`config.mk`:
```
export PLATFORM = sky130hd
export DESIGN_NAME = timer_arbiter
export DESIGN_NICKNAME = d
export VERILOG_FILES = /design/src/rtl/timer_arbiter.sv
export SDC_FILE = /design/constraint.sdc
export NUM_CORES = 1
export LEC_CHECK = 0
export ABC_CLOCK_PERIOD_IN_PS = 3000
export CELL_PAD_IN_SITES_DETAIL_PLACEMENT = 1
export CELL_PAD_IN_SITES_GLOBAL_PLACEMENT = 2
export CORE_UTILIZATION = 26
export CTS_CLUSTER_SIZE = 30
export DETAILED_ROUTE_END_ITERATION = 10
export PLACE_DENSITY_LB_ADDON = 0.1
export SLEW_MARGIN = 20
export SYNTH_ARGS = -nofsm -noshare
export SYNTH_HDL_FRONTEND = slang
export SYNTH_HIERARCHICAL = 1
export SYNTH_SLANG_ARGS = --single-unit
export TNS_END_PERCENT = 20
```
`constraint.sdc`:
```
create_clock -name clk -period 3 [get_ports clk]
set_input_delay 0.6 -clock clk [delete_from_list [all_inputs] [get_ports clk]]
set_output_delay 0.6 -clock clk [all_outputs]
set_load 0.01 [all_outputs]
```
`src/rtl/timer_arbiter.sv`:
```
// timer_arbiter: four requesters share one external counter through an IDLE/LOAD/RUN/DONE FSM.
// Define TIMER_ARB_FIXED_PRIO_EN for fixed lowest-index priority; default is round-robin.

module timer_arbiter_rank #(
  parameter int IDX = 0
) (
  input  logic [1:0] ptr,
  output logic [1:0] rank
);
  // Rank 0 is the slot right after ptr; the search order walks upward with wrap.
  assign rank = 2'(IDX) - ptr - 2'd1;
endmodule

module timer_arbiter #(
  parameter int N    = 8,
  parameter int NREQ = 4
) (
  input  logic              clk,
  input  logic              rst,
  input  logic [NREQ-1:0]   req,
  input  logic [NREQ*N-1:0] req_len,
  input  logic              abort,
  output logic [NREQ-1:0]   gnt,
  output logic [NREQ-1:0]   done,
  output logic              busy,
  output logic              ctr_enable,
  output logic              ctr_clear,
  output logic              ctr_wrap,
  output logic [N-1:0]      ctr_max,
  input  logic              ctr_at_max
);
  typedef enum logic [1:0] {IDLE, LOAD, RUN, DONE} state_t;

  state_t                 state, nxt;
  logic [1:0]             id_q, win_id, ptr;
  logic [N-1:0]           len_q;
  logic                   clr_q, found, abort_hit;
  logic [NREQ-1:0][N-1:0] slot_len;
  logic [NREQ-1:0][1:0]   rank;

  assign slot_len  = req_len;
  assign abort_hit = abort && (state == LOAD || state == RUN);
  assign ctr_wrap  = 1'b0;

  generate
    for (genvar i = 0; i < NREQ; i++) begin : g_rank
      timer_arbiter_rank #(.IDX(i)) u_rank (.ptr(ptr), .rank(rank[i]));
    end
  endgenerate

`ifdef TIMER_ARB_FIXED_PRIO_EN
  // A constant pointer of 3 makes rank equal the slot index.
  assign ptr = 2'd3;
`else
  logic [1:0] last_q;
  always_ff @(posedge clk) begin
    if (rst)                            last_q <= 2'd3;
    else if (state == DONE || abort_hit) last_q <= id_q;
  end
  assign ptr = last_q;
`endif

  always_comb begin
    win_id = '0;
    found  = 1'b0;
    for (int r = 0; r < NREQ; r++)
      for (int i = 0; i < NREQ; i++)
        if (!found && req[i] && rank[i] == 2'(r)) begin
          win_id = 2'(i);
          found  = 1'b1;
        end
  end

  always_ff @(posedge clk) begin
    if (rst) begin
      state <= IDLE;
      id_q  <= '0;
      len_q <= '0;
      clr_q <= 1'b1;
    end else begin
      state <= nxt;
      // Holds the counter clear through the cycle after an abort.
      clr_q <= abort_hit;
      if (state == IDLE && |req) begin
        id_q  <= win_id;
        len_q <= slot_len[win_id];
      end
    end
  end

  always_comb begin
    nxt        = state;
    gnt        = '0;
    done       = '0;
    busy       = 1'b1;
    ctr_enable = 1'b0;
    ctr_clear  = clr_q;
    ctr_max    = len_q;
    case (state)
      IDLE: begin
        busy    = 1'b0;
        ctr_max = '0;
        if (|req) nxt = LOAD;
      end
      LOAD: begin
        gnt[id_q] = 1'b1;
        ctr_clear = 1'b1;
        if (abort)             nxt = IDLE;
        else if (len_q == '0)  nxt = DONE;
        else                   nxt = RUN;
      end
      RUN: begin
        gnt[id_q]  = 1'b1;
        ctr_enable = 1'b1;
        if (abort)           nxt = IDLE;
        else if (ctr_at_max) nxt = DONE;
      end
      DONE: begin
        gnt[id_q]  = 1'b1;
        done[id_q] = 1'b1;
        nxt        = IDLE;
      end
      default: nxt = IDLE;
    endcase
  end
endmodule

```
==> impl_metrics.json, run 1 <==
{
  "async_reset_ff_share_pct": 0,
  "p_leak_nw": 0.791,
  "worstPathMaxFanout": 20,
  "ios": 60,
  "tightest_slew_ns": 0.666,
  "numClockSinks": 15,
  "arrival_ns": 2.89,
  "antenna_found_initial": 0,
  "rows": 27,
  "wl_met3_um": 187,
  "status": "completed",
  "wirelength_met1_mm": 2.31,
  "hold_viol_final": 0,
  "drt-initial-drc-count": 43,
  "clkPwrFrac_pct": 18.9,
  "clkLatencyLatePin_ns": 0.24,
  "die_w_um": 77.5,
  "dp_hpwl_mm": 4.11,
  "final_net_count": 277,
  "ir_worst_vdd_mv": 0.143,
  "dr_wl_met2_mm": 2.64,
  "dpl_cell_area_um2": 2100,
  "relSlewSlack_pct": 55.5,
  "io_buffer_count": 58,
  "synth_edf_count": 0,
  "worst_slack_ns": 0.244,
  "worst_path_max_delay_cell": "dfxtp_1",
  "avgSynthCellArea_um2": 8.23,
  "die_y_um": 77.5,
  "syn_to_final_growth_pct": 45.0,
  "fin_cells": 304,
  "clkTransAtPathRegs_ns": 0.06,
  "switching_power_w": 0.000314,
  "die_area_um2": 6000,
  "viasPerCell": 5.50,
  "ys_ff_latch": 15,
  "highest_layer": "met4",
  "stdcell_area_um2": 2150,
  "synth_fp_nets": 224,
  "grt_pass1_vias": 1663,
  "cts_resized": 0,
  "critPathKind": "flip-flop to flip-flop",
  "htreeDepth": 1,
  "syn_area_um2": 1480,
  "synth_flop_cell": "dfxtp_1",
  "grt_max_degree": 21,
  "drcViolationCount": 0,
  "finalMaxSlewViolations": 0,
  "cts_tree": "done",
  "p_per_area_nw_per_um2": 400,
  "power.internal_w": 0.000545,
  "avgRoutedWirePerCell_um": 17.1,
  "p_comb_share_pct": 47.6,
  "grt_pass1_wl_mm": 8.09,
  "switching_share_pct": 36.5,
  "synth-seq-area-share_pct": 20.3,
  "cts_root_buf": "clkbuf_8",
  "final_common_cell": "clkdlybuf4s50_1",
  "fin_crit_ns": 2.76,
  "clk_path_buf_depth": 2,
  "total_power_w": 0.000859,
  "dpl_worst_slack_ns": 0.160,
  "power_frac_seq_pct": 33.5,
  "dp_cells": 300,
  "num_antenna_cells": 0,
  "post_cts_buffers": 0,
  "fmax_mhz": 363,
  "finClkSkew_ns": 0.00411,
  "critPathCaptureType": "flip-flop",
  "dr.pass1.iters": 6,
  "tns_ns": 0,
  "syn_inst": 180,
  "drt-total-wl_mm": 5.21,
  "cp-start-kind": "flip-flop",
  "cts_buffers": 3,
  "grt_setup_unrepaired": "no",
  "hold_path_class": "flip-flop to flip-flop",
  "setup_viol": 0,
  "grt_usage_pct": 17.0,
  "required_ns": 3.14,
  "drive_above_1_share_pct": 6.90,
  "yosys_warnings": 6,
  "cts_hold_buf": 0,
  "cap_violations": 0,
  "grt-ovfl-total": 0,
  "synth_cell_types": 54,
  "cp_slowest_stage_delay_ns": 0.75,
  "core_um2": 5510,
  "fin_crit_sh_pct": 91.9,
  "routabilityCongestion": 0.834,
  "path_cells": "xor2_1, nand2b_1, and4_1, o221ai_1, a21oi_2, o32ai_1, o221a_1",
  "most-common-layout-cells": "58 x clkdlybuf4s50_1, 17 x o21bai_1, 15 x dfxtp_1, 13 x nor2b_1, 12 x a21oi_1",
  "antenna_left": 0,
  "initial_core_util_pct": 26.9,
  "vias": 1673
}
-- metrics by stage --
step | hold slack [ns] | util (%)
floorplan | 0.511 | -
finish | 0.557 | 39.0
global placement | 0.530 | 38.2
global route | 0.580 | 39.0
CTS | 0.557 | 39.0
detailed placement | 0.543 | 38.2
-- state kept, by name, indices dropped and copies added, names as in the netlist --
register and flops:
last_q 2, state 2, id_q 2, len_q 8
clr_q 1
-- area by class of cell --
class | count | area (µm²)
repair buffers | 60 | 596
flip-flops and latches | 15 | 300
inverters | 9 | 33.8
well taps | 72 | 90.1
fillers | 662 | 3360
multi-input cells | 144 | 1080
clock buffers | 4 | 45.0
-- cell families after synthesis --
kind of cell    Yosys count  share of synthesized area (%)
simple gates             71                           31.6
compound gates           65                           36.1
buf+inv                  21                           6.59
flops                    15                           20.3
fa+ha+maj                 4                           3.38
xor+xnor                  2                           1.18
other cells               1                          0.253
mux                       1                          0.676
-- per-layer routing --
metal,vias to the layer above,track usage (%)
met4,0,4.34
met5,-,0
met3,8,2.35
met1,816,20.7
li1,801,-
met2,48,30.9
-- cell usage after synthesis (all sizes together), types with 3 or more instances --
cell	number	area [µm²]
o21bai	17	128
dfxtp	15	300
a21oi	13	68.8
nor2b	13	81.3
nor3	11	55.1
inv	9	33.8
o32ai	9	78.8
o221a	8	90.1
buf	7	43.8
nor2	6	22.5
nor3b	6	50.1
clkbuf	5	20.0
nand2	5	18.8
and3	4	30.0
and3b	4	35.0
ha	4	50.1
nand4	4	46.3
nor4	4	25.0
a211o	3	26.3
and2	3	18.8
nand2b	3	18.8
-- power groups by stage --
| stage | clock, W | sequential [W] | combinational [W] |
|---|---|---|---|
| 6_report | 0.000163 | 0.000288 | 0.000408 |
| 5_1_grt | 0.000174 | 0.000295 | 0.000442 |
| 4_1_cts | 0.000166 | 0.000287 | 0.000410 |
| 3_5_place_dp | 0 | 0.000292 | 0.000406 |
| 3_3_place_gp | 0 | 0.000289 | 0.000394 |
| 2_1_floorplan | 0 | 0.000264 | 0.000267 |
-- worst paths after layout --
path / slack, ns / cells after the start / startpoint / endpoint
hold reg to reg: 0.56 / 2 / state[0] / state[0]
setup reg to reg: 0.24 / 7 / last_q[0] / len_q[2]
setup / recovery: 0.24 / 7 / last_q[0] / len_q[2]
hold / removal: 0.56 / 2 / state[0] / state[0]
-- worst max-delay path, delay by kind of cell, from the launching register on --
kind | cells | cell delay [ns]
DFF | 1 | 0.75
and+or+nand+nor | 2 | 0.51
xor gates and xnor gates | 1 | 0.37
AOI/OAI and AO/OA | 4 | 1.02
Power figures use the tool's default switching activity.
==> inputs of run 2 (changes only) <==
--- a/config.mk
+++ b/config.mk
@@ -5,10 +5,10 @@
 export SDC_FILE = /design/constraint.sdc
 export NUM_CORES = 1
 export LEC_CHECK = 0
-export ABC_CLOCK_PERIOD_IN_PS = 3000
+export ABC_CLOCK_PERIOD_IN_PS = 2660
 export CELL_PAD_IN_SITES_DETAIL_PLACEMENT = 1
 export CELL_PAD_IN_SITES_GLOBAL_PLACEMENT = 2
-export CORE_UTILIZATION = 26
+export CORE_UTILIZATION = 24
 export CTS_CLUSTER_SIZE = 30
 export DETAILED_ROUTE_END_ITERATION = 10
 export PLACE_DENSITY_LB_ADDON = 0.1
==> constraint.sdc (replaced) <==
create_clock -name clk -period 2.66 [get_ports clk]
set_input_delay 0.532 -clock clk [delete_from_list [all_inputs] [get_ports clk]]
set_output_delay 0.532 -clock clk [all_outputs]
set_load 0.005 [all_outputs]
==> impl_metrics.json, run 2 (synthesis gave the netlist of run 1 again) <==
{
  "status": "completed",
  "grt_usage_pct": 18.1,
  "crit_family": "compound AO/OA/AOI/OAI gates",
  "finalMaxSlewViolations": 0,
  "path_buf_inv": 1,
  "dpl_worst_slack_ns": -0.112,
  "path_cells": "clkdlybuf4s50_1, nor3b_1, a221o_1, o211a_1, a21oi_1, o32ai_1, o221a_1",
  "ios": 60,
  "clkLatencyLatePin_ns": 0.25,
  "antenna_found_initial": 0,
  "cp_slowest_stage_delay_ns": 0.52,
  "final_net_count": 288,
  "worst_slack_ns": 0.115,
  "cap_violations": 0,
  "stdcell_area_um2": 2280,
  "p_per_area_nw_per_um2": 446,
  "arrival_ns": 2.74,
  "reg2reg_slack_ns": 0.17,
  "grt_setup_unrepaired": "no",
  "worst_path_max_delay_cell": "clkdlybuf4s50_1",
  "cts_root_buf": "clkbuf_8",
  "critPathCaptureType": "flip-flop",
  "finClkSkew_ns": 0.00536,
  "tightest_slew_ns": 0.590,
  "grt-ovfl-total": 0,
  "critPathKind": "input port to flip-flop",
  "worstPathMaxFanout": 10,
  "most-common-layout-cells": "58 x clkdlybuf4s50_1, 17 x o21bai_1, 14 x dfxtp_1, 13 x nor2b_1",
  "syn_to_final_growth_pct": 54.0,
  "viasPerCell": 5.34,
  "dpl_cell_area_um2": 2200,
  "cts_hold_buf": 0,
  "grt_pass1_wl_mm": 8.84,
  "drive_above_1_share_pct": 12.3,
  "avgRoutedWirePerCell_um": 17.2,
  "htreeDepth": 1,
  "grt_max_degree": 16,
  "drt-total-wl_mm": 5.48,
  "rows": 28,
  "io_buffer_count": 58,
  "setup_viol": 0,
  "num_antenna_cells": 0,
  "hold_viol_final": 0,
  "initial_core_util_pct": 25.0,
  "vias": 1698,
  "numClockSinks": 15,
  "final_common_cell": "clkdlybuf4s50_1",
  "dr.pass1.iters": 4,
  "drcViolationCount": 0,
  "core_um2": 5920,
  "fin_cells": 318,
  "largest_reg_flops": 8,
  "clkTransAtPathRegs_ns": 0.07,
  "die_y_um": 80.6,
  "grt_pass1_vias": 1782,
  "dp_cells": 314,
  "die_area_um2": 6490,
  "clk_path_buf_depth": 2,
  "fin_crit_ns": 2.54,
  "routabilityCongestion": 0.859,
  "cp-start-kind": "input port",
  "antenna_left": 0,
  "required_ns": 2.86,
  "relSlewSlack_pct": 60.5,
  "dp_hpwl_mm": 4.39,
  "drt-initial-drc-count": 72,
  "die_w_um": 80.6,
  "cts_tree": "done",
  "p_leak_nw": 0.850,
  "fmax_mhz": 393,
  "ir_worst_vdd_mv": 0.156,
  "top_register": "len_q",
  "fin_crit_sh_pct": 95.7,
  "cts_buffers": 3,
  "post-route-util_pct": 38.5,
  "hold_path_class": "flip-flop to flip-flop"
}
run 2: cell count changes in the layout (fill, tap and decap cells not counted), sizes merged:
cell / change
buf: +11
run 2: area by class of cell:
class                           count  area [µm²]
Multi-Input combinational cell    144        1120
Tap cell                           75        93.8
Timing Repair Buffer               71         691
Clock buffer                        4        45.0
Inverter                            9        33.8
Fill cell                         685        3640
Sequential cell                    15         302
run 2: report_power, final:
part | total (W) | switching (W) | internal [W]
registers | 0.000321 | 0.0000500 | 0.000271
clock network | 0.000194 | 0.0000879 | 0.000106
logic | 0.000501 | 0.000234 | 0.000267
total | 0.00102 | 0.000372 | 0.000644
run 2: worst paths after layout:
| check | cells past startpoint | endpoint | start |
|---|---|---|---|
| worst max-delay path | 7 | len_q[2] | req[2] |
| worst min-delay path | 2 | state[0] | state[0] |
| worst max register to register | 9 | len_q[2] | last_q[0] |
| worst min register to register | 2 | state[0] | state[0] |
run 2: worst reg2reg max path: cells and delay by family, from the launching register on:
kind            cells  cell delay (ns)
compound gates      2             0.57
xor+xnor            1             0.40
flops               1             0.35
buf+inv             2             0.33
simple gates        4             0.80
run 2: per-stage QoR:
stage	hold WS, ns	total power (W)	setup TNS (ns)
after floorplan	0.511	0.000589	0
after global placement	0.539	0.000794	-0.375
after detailed placement	0.562	0.000812	-0.847
after CTS	0.571	0.00101	0
after global routing	0.591	0.00109	0
final	0.565	0.00102	0
run 2: per-layer routing:
layer | up-vias | wire length, µm | global-route usage (%) | part of all wire, %
li1 | 822 | - | - | -
met1 | 832 | 2410 | 21.6 | 44
met2 | 34 | 2790 | 32.5 | 51
met3 | 10 | 148 | 2.27 | 2.7
met4 | 0 | 124 | 6.79 | 2.3
met5 | - | 0 | 0 | 0
run 2: what timing repair did:
action	CTS	global route
resized for setup	0	6
setup endpoints to repair	0	9
setup buffers	0	0
==> patch 1: new RTL, settings of run 1 <==
The 4 states of `state_t` get a Gray code encoding in 2 bits.
--- a/src/rtl/timer_arbiter.sv
+++ b/src/rtl/timer_arbiter.sv
@@ -29,7 +29,7 @@
   output logic [N-1:0]      ctr_max,
   input  logic              ctr_at_max
 );
-  typedef enum logic [1:0] {IDLE, LOAD, RUN, DONE} state_t;
+  typedef enum logic [1:0] {IDLE = 2'b00, LOAD = 2'b01, RUN = 2'b11, DONE = 2'b10} state_t;
 
   state_t                 state, nxt;
   logic [1:0]             id_q, win_id, ptr;
Behaviour: same outputs for any inputs over 10 cycles, from zero or initial values and one cycle with rst high; not proved beyond that.
==> patch 1 against run 1 <==
- area after synthesis decreased by 0.34%
- setup slack got worse by 0.0090 ns
- sequential power up 8.7%
- clock power rose by 4%
- critical endpoint is now len_q[3]
- power is 29% higher
- wire length grew 0.31%
- combinational power grew 54%
- final area shrank 0.70%
- sequential cell count unchanged
==> patch 1: results (changes against run 1) <==
{| class="wikitable"
! Metric !! Value
|-
| Synth Net Count || 222 (-0.89%)
|-
| Met1 wire length || 2330 um (+0.61%)
|-
| Post-synthesis share of cell area spent on xor and xnor gates || 1.19% (+0.0040 points)
|-
| Adder-cell area share of the yosys netlist || 0% (-3.4 points)
|-
| Post-Place Worst Slack || 0.0419 ns (-0.118 ns)
|-
| Highest cell delay on the worst timing path || 0.65 ns (-0.10 ns)
|-
| Filler Cell Count || 653 (-1.4%)
|-
| Synthesized netlist cell count || 182 (+1.1%)
|-
| Global routing usage summed across all routing layers || 17.8% (+0.80 points)
|-
| Endpoint of the worst register-to-register path || len_q[3]
|-
| Top cells by area, synth || sky130_fd_sc_hd__dfxtp_1, sky130_fd_sc_hd__o2111ai_1, sky130_fd_sc_hd__nand3_1
|-
| First-iteration detailed-routing DRC count || 64 (+49%)
|-
| Final Skew || 0.00182 ns (-0.00229 ns)
|-
| Fin Hold WS || 0.513 ns (-0.0440 ns)
|-
| Most numerous cell types in the synthesized netlist || sky130_fd_sc_hd__nand3_1, sky130_fd_sc_hd__dfxtp_1, sky130_fd_sc_hd__nand2_1, sky130_fd_sc_hd__nor2b_1, sky130_fd_sc_hd__o2111ai_1
|-
| Arr. time, crit path || 2.93 ns (+0.04 ns)
|-
| Weighted congestion reported at the end of routability-driven placement || 0.737 (-12%)
|-
| Result of the run || completed
|-
| Static Leakage || 0.764 nW (-3.4%)
|-
| Global-route met3 utilization || 2.00% (-0.35 points)
|-
| Post-layout nets || 281 (+1.4%)
|-
| Met2 layer wire length in the routed design || 2650 um (+0.49%)
|-
| Mux share of post-synthesis cell area || 0% (-0.68 points)
|-
| Endpoint with the worst hold slack || len_q[2]
|-
| Post-DR wirelength/cell || 16.7 um (-2.3%)
|-
| Via count of the first global-routing pass || 1750 (+5.2%)
|-
| Worst reg2reg path depth || 8 (+1)
|-
| Met1 GRT Util || 22.1% (+1.5 points)
|-
| Worst slew pin tran || 0.967 ns (+0.301 ns)
|-
| Sum of net half-perimeters after detailed placement || 4080 um (-0.67%)
|-
| Layout cells sized above 1 || 12.1% (+5.2 points)
|-
| Start point of the worst min-delay path || len_q[2]
|}
## patch 1: cell families (layout without fill, tap and decap cells)
kind of cell           Yosys count  count (layout)
XOR/XNOR                         2               2
buffers and inverters           22              80
flip-flops                      15              15
AO/OA/AOI/OAI                   56              56
AND/OR/NAND/NOR                 86              86
other                            1               1
## patch 1: where the power goes
group | total (mW) | internal [mW] | switching, mW
clock | 0.169 | 0.0921 | 0.0774
combinational | 0.628 | 0.291 | 0.337
sequential | 0.313 | 0.251 | 0.0613
total | 1.11 | 0.634 | 0.476
## patch 1: worst min-delay path, delay by kind of cell (launching register included)
kind / cells / cell delay (ns)
compound gates: 1 / 0.08
flops: 1 / 0.34
simple gates: 1 / 0.06
## patch 1: cell type report
type	instances	area share, %
clock buffers	3	1.94
multi-input cells	145	47.6
clock inverters	1	0.235
flip-flops and latches	15	14.1
repair buffers	67	30.4
inverters	9	1.58
well taps	72	4.22
==> patch 2: new RTL, flow settings as in run 1 <==
Without the edit above. The option `TIMER_ARB_FIXED_PRIO_EN` is turned on by a define.
--- a/src/rtl/timer_arbiter.sv
+++ b/src/rtl/timer_arbiter.sv
@@ -1,5 +1,7 @@
 // timer_arbiter: four requesters share one external counter through an IDLE/LOAD/RUN/DONE FSM.
 // Define TIMER_ARB_FIXED_PRIO_EN for fixed lowest-index priority; default is round-robin.
+
+`define TIMER_ARB_FIXED_PRIO_EN
 
 module timer_arbiter_rank #(
   parameter int IDX = 0
Behaviour: not the same (a bounded check fails within 4 cycles, from zero or initial values and one cycle with rst high).
==> patch 2 against run 1 <==
- cell count rose by 0.33%
- wire length rose by 2.4%
- power down 12%
- area after synthesis is 4.8% lower
- clock skew is 0.0019 ns lower
- sequential power decreased by 18%
- final area is 1.9% lower
- sequential cell count shrank 2
- setup slack improved by 0.066 ns
- via count fell by 2.7%
- sequential share of layout area decreased by 1.6 points
- critical path type is now primary input to flip-flop
- highest routed layer unchanged
==> patch 2: results (changes against run 1) <==
{| class="wikitable"
! Metric !! Value
|-
| Result of the run || completed
|-
| Critical Path Sink || len_q[7]
|-
| Top cells by area, synth || sky130_fd_sc_hd__dfxtp_1, sky130_fd_sc_hd__o21bai_1, sky130_fd_sc_hd__o221a_1
|-
| Post-route fraction of the period consumed by the critical path || 89.7% (-2.2 points)
|-
| First-iteration detailed-routing DRC count || 86 (+100%)
|-
| Layout cells sized above 1 || 6.81% (-0.088 points)
|-
| Fin Hold WS || 0.566 ns (+0.00829 ns)
|-
| Post-layout nets || 280 (+1.1%)
|-
| Global-route met3 utilization || 2.65% (+0.29 points)
|-
| Number of combinational gates with multiple inputs || 149 (+3.5%)
|-
| Weighted congestion reported at the end of routability-driven placement || 0.916 (+9.8%)
|-
| Filler Cell Count || 615 (-7.1%)
|-
| Worst reg2reg path depth || 8 (+1)
|-
| Length of the first detailed-routing pass in iterations || 4 (-2)
|-
| Power density of the placed cells || 356 nW/um^2 (-11%)
|-
| Final Routed Wirelength || 5330 um (+2.4%)
|-
| Met1 GRT Util || 20.3% (-0.40 points)
|-
| Global routing usage summed across all routing layers || 18.7% (+1.7 points)
|-
| Met2 layer wire length in the routed design || 2820 um (+7.1%)
|-
| Worst slew pin tran || 0.776 ns (+0.110 ns)
|-
| Relative area of clock buffers and inverters in the final design || 2.14% (+0.040 points)
|-
| Post-Place Worst Slack || 0.0668 ns (-0.0930 ns)
|-
| Seq pwr || 0.236 mW (-18%)
|-
| CP max FO || 10 (-50%)
|-
| Part of the total power dissipated in the clock network || 21.3% (+2.4 points)
|-
| Global Route met2 Usage || 36.2% (+5.3 points)
|-
| Met1 wire length || 2210 um (-4.5%)
|-
| Post-synthesis share of cell area spent on xor and xnor gates || 1.24% (+0.060 points)
|-
| Largest net degree at the start of global routing || 14 (-33%)
|}
[patch 2: cell types whose count changed in the layout (fill, tap and decap cells not counted), sizes merged]
cell   delta
a211o     -2
dfxtp     -2
a21oi     -1
conb     +10
nor2b     -2
[patch 2: critical path, delay by kind of cell]
family	cells	cell delay (ns)
AOI/OAI and AO/OA	3	1.01
buffers and inverters	1	0.59
and+or+nand+nor	2	0.62
[patch 2: stage by stage]
step | util [%] | total power, mW | instances
after floorplan | - | 0.438 | 183
after global placement | 39.9 | 0.575 | 301
after detailed placement | 39.9 | 0.584 | 301
after CTS | 40.8 | 0.746 | 305
after global routing | 40.8 | 0.796 | 305
final | 40.8 | 0.751 | 305
[patch 2: how the worst min path moves through the flow]
stage,from,to,slack [ns],cells after the start
CTS,state[0],state[0],0.56,2
global route,state[0],state[0],0.58,2
detailed placement,state[0],state[0],0.55,2
floorplan,state[0],state[0],0.51,2
finish,state[0],state[0],0.57,2
global placement,state[0],state[0],0.54,2
